`config.mk`:
```
export PLATFORM = sky130hd
export DESIGN_NAME = mvm_input_loader
export DESIGN_NICKNAME = d
export VERILOG_FILES = /design/src/rtl/mvm_pkg.sv /design/src/rtl/mvm_addr_counter.sv /design/src/rtl/mvm_input_loader.sv
export SDC_FILE = /design/constraint.sdc
export NUM_CORES = 1
export LEC_CHECK = 0
export CELL_PAD_IN_SITES_DETAIL_PLACEMENT = 1
export CELL_PAD_IN_SITES_GLOBAL_PLACEMENT = 1
export CORE_ASPECT_RATIO = 1.4
export CORE_UTILIZATION = 25
export CTS_CLUSTER_SIZE = 14
export DETAILED_ROUTE_END_ITERATION = 8
export GPL_TIMING_DRIVEN = 0
export PLACE_DENSITY_LB_ADDON = 0.1
export SYNTH_ARGS = -nofsm -noshare
export SYNTH_HDL_FRONTEND = slang
export SYNTH_SLANG_ARGS = --single-unit
```
`constraint.sdc`:
```
create_clock -name clk -period 1.25 [get_ports clk]
set_input_delay 0.25 -clock clk [delete_from_list [all_inputs] [get_ports clk]]
set_output_delay 0.25 -clock clk [all_outputs]
set_load 0.01 [all_outputs]
```
`src/rtl/mvm_pkg.sv`:
```
// mvm_pkg: shared sizes and loader state encoding for the matrix-vector unit
package mvm_pkg;
   localparam int MVM_WIDTH = 16;
   localparam int MVM_ROWS  = 8;
   localparam int MVM_COLS  = 8;
   localparam int MVM_MLOG  = 6;
   localparam int MVM_VLOG  = 3;
   typedef enum logic [2:0] {IDLE, LOAD_M, LOAD_V, DRAIN, START, BUSY} loader_state_t;
endpackage

```
`src/rtl/mvm_addr_counter.sv`:
```
// mvm_addr_counter: sequential address counter that wraps to 0 after its terminal count
module mvm_addr_counter #(
   parameter int W  = 3,
   parameter int TC = 7
) (
   input  logic         clk,
   input  logic         i_clr,
   input  logic         i_en,
   output logic [W-1:0] o_cnt,
   output logic         o_tc
);
   localparam logic [W-1:0] L_TC = W'(TC);
   logic [W-1:0] r_cnt;
   assign o_cnt = r_cnt;
   assign o_tc  = r_cnt == L_TC;
   always_ff @(posedge clk)
      if (i_clr) r_cnt <= '0;
      else if (i_en) r_cnt <= o_tc ? '0 : r_cnt + W'(1);
endmodule

```
`src/rtl/mvm_input_loader.sv`:
```
// mvm_input_loader: streams words into matrix/vector memories, then starts the MAC datapath
module mvm_input_loader
   import mvm_pkg::*;
#(
   parameter int WIDTH = MVM_WIDTH,
   parameter int ROWS  = MVM_ROWS,
   parameter int COLS  = MVM_COLS,
   parameter int MLOG  = MVM_MLOG,
   parameter int VLOG  = MVM_VLOG
) (
   input  logic             clk,
   input  logic             reset,
   input  logic [WIDTH-1:0] s_data,
   input  logic             s_valid,
   output logic             s_ready,
   input  logic             s_new_matrix,
   output logic [MLOG-1:0]  m_addr,
   output logic [WIDTH-1:0] m_data,
   output logic             m_wr_en,
   output logic [VLOG-1:0]  v_addr,
   output logic [WIDTH-1:0] v_data,
   output logic             v_wr_en,
   output logic             start,
   input  logic             compute_done
);
   loader_state_t r_state, w_state_nxt;
   logic r_ready, r_drain, r_matrix_valid;
   logic r_m_wr_en, r_v_wr_en;
   logic [MLOG-1:0] r_m_addr, w_mcnt;
   logic [VLOG-1:0] r_v_addr, w_vcnt;
   logic [WIDTH-1:0] r_m_data, r_v_data;
   logic w_hs, w_eff_new, w_m_en, w_v_en, w_m_tc, w_v_tc;
   assign w_hs      = s_valid & r_ready;
   assign w_eff_new = s_new_matrix | ~r_matrix_valid;
   // the first beat of a load writes address 0 of whichever memory it selects
   assign w_m_en = w_hs & ((r_state == LOAD_M) | ((r_state == IDLE) & w_eff_new));
   assign w_v_en = w_hs & ((r_state == LOAD_V) | ((r_state == IDLE) & ~w_eff_new));
   mvm_addr_counter #(.W(MLOG), .TC(ROWS*COLS-1)) u_mcnt (
      .clk(clk), .i_clr(reset), .i_en(w_m_en), .o_cnt(w_mcnt), .o_tc(w_m_tc));
   mvm_addr_counter #(.W(VLOG), .TC(COLS-1)) u_vcnt (
      .clk(clk), .i_clr(reset), .i_en(w_v_en), .o_cnt(w_vcnt), .o_tc(w_v_tc));
   always_comb begin
      w_state_nxt = r_state;
      case (r_state)
         IDLE:    if (w_hs) w_state_nxt = w_eff_new ? LOAD_M : LOAD_V;
         LOAD_M:  if (w_hs && w_m_tc) w_state_nxt = LOAD_V;
         LOAD_V:  if (w_hs && w_v_tc) w_state_nxt = DRAIN;
         DRAIN:   if (r_drain) w_state_nxt = START;
         START:   w_state_nxt = BUSY;
         BUSY:    if (compute_done) w_state_nxt = IDLE;
         default: w_state_nxt = IDLE;
      endcase
   end
   // ready is registered from the next state so it stays low in the cycle after reset
   always_ff @(posedge clk) begin
      if (reset) begin
         r_state        <= IDLE;
         r_ready        <= 1'b0;
         r_drain        <= 1'b0;
         r_matrix_valid <= 1'b0;
         r_m_wr_en      <= 1'b0;
         r_v_wr_en      <= 1'b0;
         r_m_addr       <= '0;
         r_v_addr       <= '0;
         r_m_data       <= '0;
         r_v_data       <= '0;
      end else begin
         r_state   <= w_state_nxt;
         r_ready   <= w_state_nxt inside {IDLE, LOAD_M, LOAD_V};
         r_drain   <= (r_state == DRAIN) & ~r_drain;
         if (w_hs && r_state == LOAD_M && w_m_tc) r_matrix_valid <= 1'b1;
         r_m_wr_en <= w_m_en;
         r_v_wr_en <= w_v_en;
         if (w_m_en) begin
            r_m_addr <= w_mcnt;
            r_m_data <= s_data;
         end
         if (w_v_en) begin
            r_v_addr <= w_vcnt;
            r_v_data <= s_data;
         end
      end
   end
   assign s_ready = r_ready;
   assign m_addr  = r_m_addr;
   assign m_data  = r_m_data;
   assign m_wr_en = r_m_wr_en;
   assign v_addr  = r_v_addr;
   assign v_data  = r_v_data;
   assign v_wr_en = r_v_wr_en;
   assign start   = r_state == START;
endmodule

```
; Word-level counts from Yosys, hierarchy flattened
; Index checks and enable logic that the tools add are counted.
[op_classes]
n_shift = 0
n_addsub = 2
n_mux = 9
n_mul = 0
bitwise_logic = 12
eq_ne = 9
n_reduce_logical = 7
order_cmp = 0
div_mod_pow = 0
[ops]
columns = op, count
row1 = $mux W3, 6
row2 = $pmux W3 S6, 1
row3 = $eq A3 B2 Y1 const B, 3
row4 = $eq A3 B3 Y1 const B, 3
row5 = $add A6 B1 Y6 const B, 1
row6 = $and A1 B1 Y1, 6
row7 = $eq A3 B1 Y1 const B, 2
row8 = $eq A6 B6 Y1 const B, 1
row9 = $logic_not A3 Y1, 2
row10 = $mux W6, 1
row11 = $logic_and A1 B1 Y1, 4
row12 = $add A3 B1 Y3 const B, 1
row13 = $not A1 Y1, 3
row14 = $or A1 B1 Y1, 3
row15 = $reduce_bool A3 Y1, 1
row16 = $mux W2, 1
[totals]
latch_bits = 0
word_cells = 51
ff_bits = 58
output_inout_bits = 45
inputBits = 21
mem_bits_ro = 0
mem_count = 0
ramBits = 0

; Depth between registers and ports, before layout
; Gate-level depths: netlist (run 1).
[depth]
depth_word = 7
mapped_depth = 6
ltp_nobuf = 6

; Modules after synthesis
; From an unflattened synthesis (run 1), not the netlist that was laid out.
[unflattened]
cells_unflattened = 248
area_unflattened_um2 = 2538.7
[by_module_without_submodules]
columns = module, area_each_um2, cells_per_inst, seq_area_each_um2, n_inst
row1 = mvm_input_loader, 2128.3, 207, 980.9, 1
row2 = mvm_addr_counter at u_mcnt, 274.0, 29, 120.1, 1
row3 = mvm_addr_counter at u_vcnt, 136.4, 12, 60.1, 1

; Worst setup path after synthesis (run 1)
; OpenSTA, ideal clock, no wires.
[synth_timing]
kind = reg2reg
startpoint = reg r_ready (netlist: s_ready)
endpoint = reg u_mcnt.r_cnt[4] (netlist: u_mcnt.o_cnt[4])
t_required_ns = 1.134
path_buffers = 1
arrival_time_ns = 1.281
stages_incl_launch_ff = 6
slack_ns = -0.148
setup_time_ns = 0.116
synth_period_minus_slack_ns = 1.398
cell_sequence = dfxtp_1 > and4bb_2 > and2_4 > buf_6 > a21oi_1 > a31o_2
[synth_via]
elab_chain_len = 2
[synth_rtl]
columns = element, line
row1 = start: declaration, mvm_input_loader.sv:27  ; logic r_ready, r_drain, r_matrix_valid;
row2 = start signal: assignment, mvm_input_loader.sv:69  ; r_ready <= w_state_nxt inside {IDLE, LOAD_M, LOAD_V};
row3 = $and A1 B1 Y1, mvm_input_loader.sv:33  ; assign w_hs = s_valid & r_ready;
row4 = $and A1 B1 Y1, mvm_input_loader.sv:36  ; assign w_m_en = w_hs & ((r_state == LOAD_M) | ((r_state == IDLE) & w_eff_new));
row5 = end signal: assignment, mvm_addr_counter.sv:18  ; else if (i_en) r_cnt <= o_tc ? '0 : r_cnt + W'(1);
row6 = end: declaration, mvm_addr_counter.sv:13  ; logic [W-1:0] r_cnt;
; No other way between the ends.
; A chain may end at the register's enable or synchronous reset.

; Worst setup path after layout (run 1)
[layout_timing]
startpoint = reg r_state[2]
endpoint = reg u_mcnt.r_cnt[4] (netlist: u_mcnt.o_cnt[4])
[layout_via]
elab_chain_len = 4
word_cells_on_any_way = 5
classes_between = eq/ne (1) / bitwise (3) / reduce/logical (1)
[layout_rtl]
columns = element, line
row1 = start: declaration, mvm_input_loader.sv:26  ; loader_state_t r_state, w_state_nxt;
row2 = start signal: assignment, mvm_input_loader.sv:68  ; r_state <= w_state_nxt;
row3 = $logic_not A3 Y1, mvm_input_loader.sv:36
row4 = $and A1 B1 Y1, mvm_input_loader.sv:36
row5 = $or A1 B1 Y1 *, mvm_input_loader.sv:36
row6 = $and A1 B1 Y1 *, mvm_input_loader.sv:36
; Every way passes the cells marked *; elsewhere a longest branch is shown, timed or not.

==> results of run 1 <==
## metrics by stage
stage	hold slack [ps]	power, mW	TNS [ps]	std cells
floorplan	386.0	2.096	-2424	250
finish	388.2	4.585	-8585	472
global route	427.1	4.751	-11350	472
detailed placement	445.7	2.275	-34850	421
CTS	387.8	4.551	-10590	457
global placement	442.7	2.272	-34950	421
## how the worst min path moves through the flow
stage	end	cells after the start	slack, ps
floorplan	m_data[10]$_SDFFE_PP0P_	2	390
global route	u_mcnt.o_cnt[4]$_SDFFE_PP0P_	3	430
detailed placement	r_matrix_valid$_SDFFE_PP0P_	2	450
CTS	u_mcnt.o_cnt[4]$_SDFFE_PP0P_	3	390
global placement	r_matrix_valid$_SDFFE_PP0P_	2	440
finish	u_mcnt.o_cnt[4]$_SDFFE_PP0P_	3	390
## routing by layer
layer  vias up  share of wire  GRT usage  routed length, um
li1       1071              -          -                  -
met1      1047           0.41     0.1639               2943
met2        43           0.53     0.2738               3803
met3        12          0.044    0.04307                315
met4         0          0.024    0.07816                176
met5         -              0          0                  0
## layout by cell type (no fill, tap or decap), types with 4 or more instances in the layout
master	n
sky130_fd_sc_hd__a21oi_1	12
sky130_fd_sc_hd__a21oi_2	22
sky130_fd_sc_hd__buf_16	4
sky130_fd_sc_hd__buf_4	18
sky130_fd_sc_hd__buf_6	12
sky130_fd_sc_hd__buf_8	5
sky130_fd_sc_hd__clkbuf_1	7
sky130_fd_sc_hd__clkbuf_16	10
sky130_fd_sc_hd__clkdlybuf4s50_1	17
sky130_fd_sc_hd__dfxtp_1	49
sky130_fd_sc_hd__dfxtp_4	6
sky130_fd_sc_hd__dlygate4sd2_1	45
sky130_fd_sc_hd__mux2i_1	20
sky130_fd_sc_hd__nand2_1	24
sky130_fd_sc_hd__nand2_2	14
sky130_fd_sc_hd__nand2_4	12
sky130_fd_sc_hd__nand2b_1	4
sky130_fd_sc_hd__nor2_1	27
## power groups by stage
stage / Combinational (mW) / Clock (mW) / Sequential [mW]
after global placement: 0.320 / 0 / 1.95
final: 0.476 / 2.20 / 1.91
after global routing: 0.514 / 2.33 / 1.91
after detailed placement: 0.322 / 0 / 1.95
after CTS: 0.379 / 2.26 / 1.91
after floorplan: 0.134 / 0 / 1.96
## what timing repair did
action / in CTS / in global routing
hold buffers: 0 / 0
buffers inserted: 17 / 17
setup endpoints to repair: 102 / 59
gates resized for setup: 90 / 72
cloned: 4 / 1
pin swaps: 13 / 26
## worst max-delay path, stage by stage, from the launching register on
cell and delay [ps]:
sky130_fd_sc_hd__dfxtp_4 360, sky130_fd_sc_hd__and4bb_4 360, sky130_fd_sc_hd__and2_4 250, sky130_fd_sc_hd__buf_4 150
sky130_fd_sc_hd__a21oi_2 50, sky130_fd_sc_hd__a31o_2 200
## final cells by class
type                       count  area (sq um)  area share
buffer                        11         86.33     0.02118
clock buffer                  13         250.2     0.06139
clock inverter                 3         15.01    0.003683
inverter                       3         11.26    0.002762
multi-input combinational    174          1329      0.3260
sequential                    58          1187      0.2913
tap                          107         133.9     0.03284
timing repair buffer         103          1064      0.2609
## kinds of logic (layout without fill, tap and decap cells)
kind of cell / count (synthesis) / count (layout) / synth area share
AO/OA/AOI/OAI: 43 / 43 / 0.1155
XOR/XNOR: 1 / 1 / 0.003815
adder cells (fa/ha/maj): 3 / 3 / 0.01635
buffers and inverters: 18 / 133 / 0.05286
flip-flops: 58 / 58 / 0.5057
multiplexers: 20 / 20 / 0.08719
AND/OR/NAND/NOR: 107 / 107 / 0.2185
## flip-flops by register name (all words and copies together) (netlist names)
name and flops:
m_data 16, r_state 3, v_addr 3, u_mcnt.o_cnt 6
u_vcnt.o_cnt 3, r_drain 1, m_wr_en 1, v_wr_en 1
m_addr 6, v_data 16, s_ready 1, r_matrix_valid 1
==> run summary, run 1 <==
CLOCK TREE
----------------------------------------------------------------------------------
Clock root buffer                                                     sky130_fd_sc_hd__clkbuf_16
Clk Latency, worst-skew pair                                                320 ps
CTS HTree Levels                                                                 3
Number of buffers created by CTS                                                 9
Maximum clock insertion buffer count                                             2
TritonCTS clock tree                                                         built
Clock sink count                                                                58
Clock Pin Slew Worst Setup and Hold Paths                                    50 ps

CELLS AND AREA
----------------------------------------------------------------------------------
Final core occ                                                              0.4541
Cell area after layout                                                  4076 sq um
Share of final-layout standard cells stronger than drive strength 1         0.3808
Fill cell total of the finished layout                                         995
Number of antenna diodes                                                         0
Layout overhead on the synthesized area                                     77.55%
Net count of the finished layout                                               384

FLOORPLANNING
----------------------------------------------------------------------------------
Core region area                                                        8977 sq um
Die Area                                                                9576 sq um
Overall die width                                                         82.99 um
Vertical die dimension                                                    115.4 um
Number of standard-cell rows in the floorplan                                   41
Initial standard-cell utilization of the core                               0.2557
I/O pins                                                                        66

SETUP PATH
----------------------------------------------------------------------------------
Crit path from                                                        r_state[2]$_SDFF_PP0_
Req. time, crit path                                                       1470 ps
Reg-to-reg critical path endpoint                                     u_mcnt.o_cnt[4]$_SDFFE_PP0P_
Worst reg2reg startpoint                                              r_state[2]$_SDFF_PP0_
Setup crit end                                                        u_mcnt.o_cnt[4]$_SDFFE_PP0P_
Largest fanout on the critical path                                              7
Crit path kind                                                          reg -> reg
Flop2flop setup slack                                                      -220 ps
Path depth of the worst reg2reg path                                             5
Launching element type of the critical path                               register
Arrival time of data at the critical path endpoint                         1690 ps
Crit. End Element                                                         register

SYNTH
----------------------------------------------------------------------------------
Average footprint of a synthesized cell                                9.184 sq um
Share of async-settable or async-resettable flops after synthesis                0
Number of different library cells in the post-synthesis netlist                 38
Cell area after synthesis                                               2296 sq um
Yosys warning total                                                              0
Cell taking the most area after synthesis                             sky130_fd_sc_hd__dfxtp_1
Number of synthesized flops with an enable pin                                   0
Proportion of synthesized chip area in sequential cells                     0.5057
Cell with the most instances after synthesis                          sky130_fd_sc_hd__dfxtp_1
Cells after Synth                                                              250
Number of nets produced by synthesis                                           274
Synthesis-stage register bit count                                              58
Cells taking the most area after synthesis                            sky130_fd_sc_hd__dfxtp_1, sky130_fd_sc_hd__mux2i_1, sky130_fd_sc_hd__nand2_1
Top_reg_cell synth                                                    sky130_fd_sc_hd__dfxtp_1
Top cell types by occurrence after synthesis                          sky130_fd_sc_hd__dfxtp_1, sky130_fd_sc_hd__nand2_1, sky130_fd_sc_hd__a21oi_1
Area share of the largest cell type after synthesis                         0.5057

DRT
----------------------------------------------------------------------------------
Total iterations of the first detailed-routing run                               3
Detailed router's first-iteration violation count                               55
Count of vias placed by the detailed router                                  2,173
Remaining routing DRC violations                                                 0
Routed wire per std cell                                                  15.34 um
Vias per cell                                                                4.604
Final antenna-violating net count                                                0
Routed WL                                                                  7239 um

TIMING
----------------------------------------------------------------------------------
Part of the cycle the worst path needs                                       1.177
Minimum period implied by the final worst setup slack                      1472 ps
Unrepaired setup endpoints after global routing                               true
Final worst clock skew                                                    4.690 ps
Final-report setup violation count                                              56
Actual slew at the worst max-slew pin                                     737.7 ps
Final Hold Viols                                                                 0
Final critical-path setup slack                                          -221.7 ps
Max_slew headroom                                                           0.5082
Max-slew violations                                                              0
Max Freq                                                                0.6795 GHz

PWR
----------------------------------------------------------------------------------
Peak VDD IR                                                               754.6 uV
Net switching power of the design                                         1.073 mW
Relative contribution of sequential cells to total power                     0.416
Share of power burned in combinational logic                                 0.104
Cell internal pwr                                                         3.513 mW
P per Cell Area                                                       1125 nW/um^2
Part of the total power dissipated in the clock network                      0.480
Share of total power consumed by net switching                              0.2339
Leakage power                                                             1.920 nW

GRT
----------------------------------------------------------------------------------
Pin count of the biggest net entering global routing                            11
Vias in the first global route                                               2,231
Overall routing resource usage                                              0.1526
Aggregate global routing overflow                                                0
Wire length of the first global-routing pass                             11,240 um
Antenna violations before repair                                                 0

WORST HOLD PATH
----------------------------------------------------------------------------------
Hold Path Class                                                          in -> reg
Hold path startpoint                                                         reset

FLOW RUN
----------------------------------------------------------------------------------
Max-cap violations                                                               0

STATUS
----------------------------------------------------------------------------------
Failing checks                                                        negative setup slack
Outcome                                                               finished with violations

PLACED DESIGN
----------------------------------------------------------------------------------
# port buffers                                                                  64
Half-perimeter wire length after placement                                 4409 um
GPL Wtd Cong                                                                0.7115
Setup slack after placement                                              -705.0 ps
Instance area at placement                                              3123 sq um

Note: power is estimated with default switching activity, not from simulation.
==> inputs of run 2 (changes only) <==
--- a/config.mk
+++ b/config.mk
@@ -9,6 +9,7 @@
 export CELL_PAD_IN_SITES_GLOBAL_PLACEMENT = 1
 export CORE_ASPECT_RATIO = 1.4
 export CORE_UTILIZATION = 25
+export CTS_BUF_LIST = sky130_fd_sc_hd__clkbuf_8
 export CTS_CLUSTER_SIZE = 14
 export DETAILED_ROUTE_END_ITERATION = 8
 export GPL_TIMING_DRIVEN = 0
==> run 2 against run 1 <==
  * Hold slack got worse by 1.5 ps
  * Total power decreased by 15%
  * The flow still finishes with violations (negative setup slack)
  * Via count increased by 0.78%
  * Highest routed layer unchanged
==> run summary, run 2 (synthesis gave the netlist of run 1 again) <==
STATUS
-------------------------------------------------------------------------------------
Outcome                                                                  finished with violations
Failing checks                                                           negative setup slack

PLACED DESIGN
-------------------------------------------------------------------------------------
Post-Place Cells                                                                  421   unchanged
# port buffers                                                                     64   unchanged
Setup slack after placement                                                 -705.0 ps   unchanged
GPL Wtd Cong                                                                   0.7115   unchanged
Half-perimeter wire length after placement                                    4409 um   unchanged
Instance area at placement                                                 3123 sq um   unchanged

PWR
-------------------------------------------------------------------------------------
Relative contribution of sequential cells to total power                        0.490   +0.074
P per Cell Area                                                          957.6 nW/um^2   -15%
Leakage power                                                                1.919 nW   about the same
Share of total power consumed by net switching                                 0.2611   +0.02720
Net switching power of the design                                            1.016 mW   -5.2%
Cell internal pwr                                                            2.876 mW   -18%
Peak VDD IR                                                                  593.0 uV   -21%
Part of the total power dissipated in the clock network                         0.383   -0.097
Total power of the final layout                                              3.893 mW   -15%
Share of power burned in combinational logic                                    0.127   +0.023

FLOORPLANNING
-------------------------------------------------------------------------------------
Overall die width                                                            82.99 um   unchanged
Die Area                                                                   9576 sq um   unchanged
Vertical die dimension                                                       115.4 um   unchanged
Initial standard-cell utilization of the core                                  0.2557   unchanged
I/O pins                                                                           66   unchanged
Number of standard-cell rows in the floorplan                                      41   unchanged
Core region area                                                           8977 sq um   unchanged

TIMING
-------------------------------------------------------------------------------------
Worst Hold Margin                                                            386.7 ps   -1.529 ps
Actual slew at the worst max-slew pin                                        802.6 ps   +64.94 ps
Final worst clock skew                                                       9.550 ps   +4.860 ps
Setup TNS                                                                    -9520 ps   -934.7 ps
Max_slew headroom                                                              0.4649   -0.04329
Part of the cycle the worst path needs                                          1.198   +0.02027
Final-report setup violation count                                                 57   +1.8%
Minimum period implied by the final worst setup slack                         1497 ps   +25.34 ps
Unrepaired setup endpoints after global routing                                  true
Final Hold Viols                                                                    0   unchanged
Max-slew violations                                                                 0   unchanged
Max Freq                                                                   0.6680 GHz   -1.7%
Final critical-path setup slack                                             -247.0 ps   -25.34 ps

DRT
-------------------------------------------------------------------------------------
Routed wire per std cell                                                     15.70 um   +2.4%
Vias per cell                                                                   4.650   +1.0%
Final antenna-violating net count                                                   0   unchanged
Count of vias placed by the detailed router                                     2,190   +0.78%
Routed WL                                                                     7394 um   +2.1%
Remaining routing DRC violations                                                    0   unchanged
Detailed router's first-iteration violation count                                  63   +15%
Total iterations of the first detailed-routing run                                  4   +1

CLOCK TREE
-------------------------------------------------------------------------------------
Number of buffers created by CTS                                                    9   unchanged
Clock Pin Slew Worst Setup and Hold Paths                                       70 ps   +20 ps
Clock sink count                                                                   58   unchanged
TritonCTS clock tree                                                            built
CTS HTree Levels                                                                    3   unchanged
Clk Latency, worst-skew pair                                                   340 ps   +20 ps
Maximum clock insertion buffer count                                                2   unchanged
Clock root buffer                                                        sky130_fd_sc_hd__clkbuf_8

CELLS AND AREA
-------------------------------------------------------------------------------------
Most frequent standard cell in the layout excluding fill and tap cells   sky130_fd_sc_hd__dfxtp_1
Layout overhead on the synthesized area                                        77.06%
Number of antenna diodes                                                            0   unchanged
Final core occ                                                                 0.4528   -0.001255
Cell area after layout                                                     4065 sq um   -0.28%
Net count of the finished layout                                                  383   -0.26%
Highest-count cells in the layout ignoring fill and taps                 sky130_fd_sc_hd__dfxtp_1, sky130_fd_sc_hd__dlygate4sd2_1, sky130_fd_sc_hd__a21oi_2, sky130_fd_sc_hd__nor2_1
Share of final-layout standard cells stronger than drive strength 1            0.4258   +0.04500
Count of placed standard cells in the final layout, fillers left out              471   -0.21%

SETUP PATH
-------------------------------------------------------------------------------------
Crit. End Element                                                            register
Req. time, crit path                                                          1430 ps   -40 ps
Launching element type of the critical path                                  register
Count of buffer and inverter cells on the critical path                             2   +1
Worst path top cell family by delay                                      simple AND/OR/NAND/NOR gates
Largest fanout on the critical path                                                 5   -2
CP max stage cell                                                        sky130_fd_sc_hd__or3b_4
Crit path kind                                                             reg -> reg
Arrival time of data at the critical path endpoint                            1680 ps   about the same
Cells along the critical path                                            or3b_4 > and2_4 > buf_12 > buf_16 > nand2_2 > a21oi_1
Largest stage delay on the critical path                                       400 ps   +40 ps

GRT
-------------------------------------------------------------------------------------
Met2 track demand over resource in global routing                              0.2689   -0.004918
Met3 Resource Use GR                                                          0.04523   +0.002154
Pin count of the biggest net entering global routing                               11   unchanged
Overall routing resource usage                                                 0.1529   +0.0003049
Antenna violations before repair                                                    0   unchanged
Most heavily used metal layer in global routing                                  met2
Vias in the first global route                                                  2,205   -1.2%
Wire length of the first global-routing pass                                11,180 um   -0.50%
Global-route track usage on met1                                               0.1648   +0.0008814
Aggregate global routing overflow                                                   0   unchanged

FLOW RUN
-------------------------------------------------------------------------------------
Max-cap violations                                                                  0   unchanged

WORST HOLD PATH
-------------------------------------------------------------------------------------
Hold Path Class                                                             in -> reg

run 2: power groups by stage:
stage          sequential (mW)  combinational, mW  clock [mW]
2_1_floorplan             1.96              0.134           0
3_3_place_gp              1.95              0.320           0
3_5_place_dp              1.95              0.322           0
4_1_cts                   1.91              0.374        1.55
5_1_grt                   1.91              0.530        1.61
6_report                  1.91              0.495        1.49
run 2: cell type report:
type	instances	area, sq um
Buffer	12	106.4
Timing Repair Buffer	101	1060
Fill cell	984	4912
Multi-Input combinational cell	174	1403
Clock inverter	6	26.28
Sequential cell	58	1187
Clock buffer	10	137.6
Tap cell	107	133.9
Inverter	3	11.26
run 2: final timing paths:
check             slack (ps)  cells after the start                            to                    from
hold / removal           390                      3  u_mcnt.o_cnt[4]$_SDFFE_PP0P_                   reset
setup / recovery        -250                      6        m_data[3]$_SDFFE_PP0P_   r_state[0]$_SDFF_PP0_
setup reg to reg        -250                      6        m_data[3]$_SDFFE_PP0P_   r_state[0]$_SDFF_PP0_
hold reg to reg          450                      2        m_data[4]$_SDFFE_PP0P_  m_data[4]$_SDFFE_PP0P_
run 2: per-layer routing:
| layer | share of wire | routed length [um] | vias to the layer above |
|---|---|---|---|
| met5 | 0 | 0 | - |
| met4 | 0.020 | 148 | 0 |
| met2 | 0.53 | 3920 | 45 |
| met1 | 0.40 | 2991 | 1072 |
| met3 | 0.045 | 333 | 12 |
| li1 | - | - | 1061 |
run 2: what timing repair did:
action	4_1_cts	5_1_grt
hold buffers	0	0
setup buffers	16	16
gates resized for setup	84	111
endpoints found under the hold margin	0	0
endpoints found under the setup margin	102	66
cloned	4	1
pin swaps	7	43
run 2: tightest hold or removal path: stages:
cell and delay [ps]:
sky130_fd_sc_hd__clkbuf_1 160, sky130_fd_sc_hd__nor2_1 120, sky130_fd_sc_hd__a31o_2 150
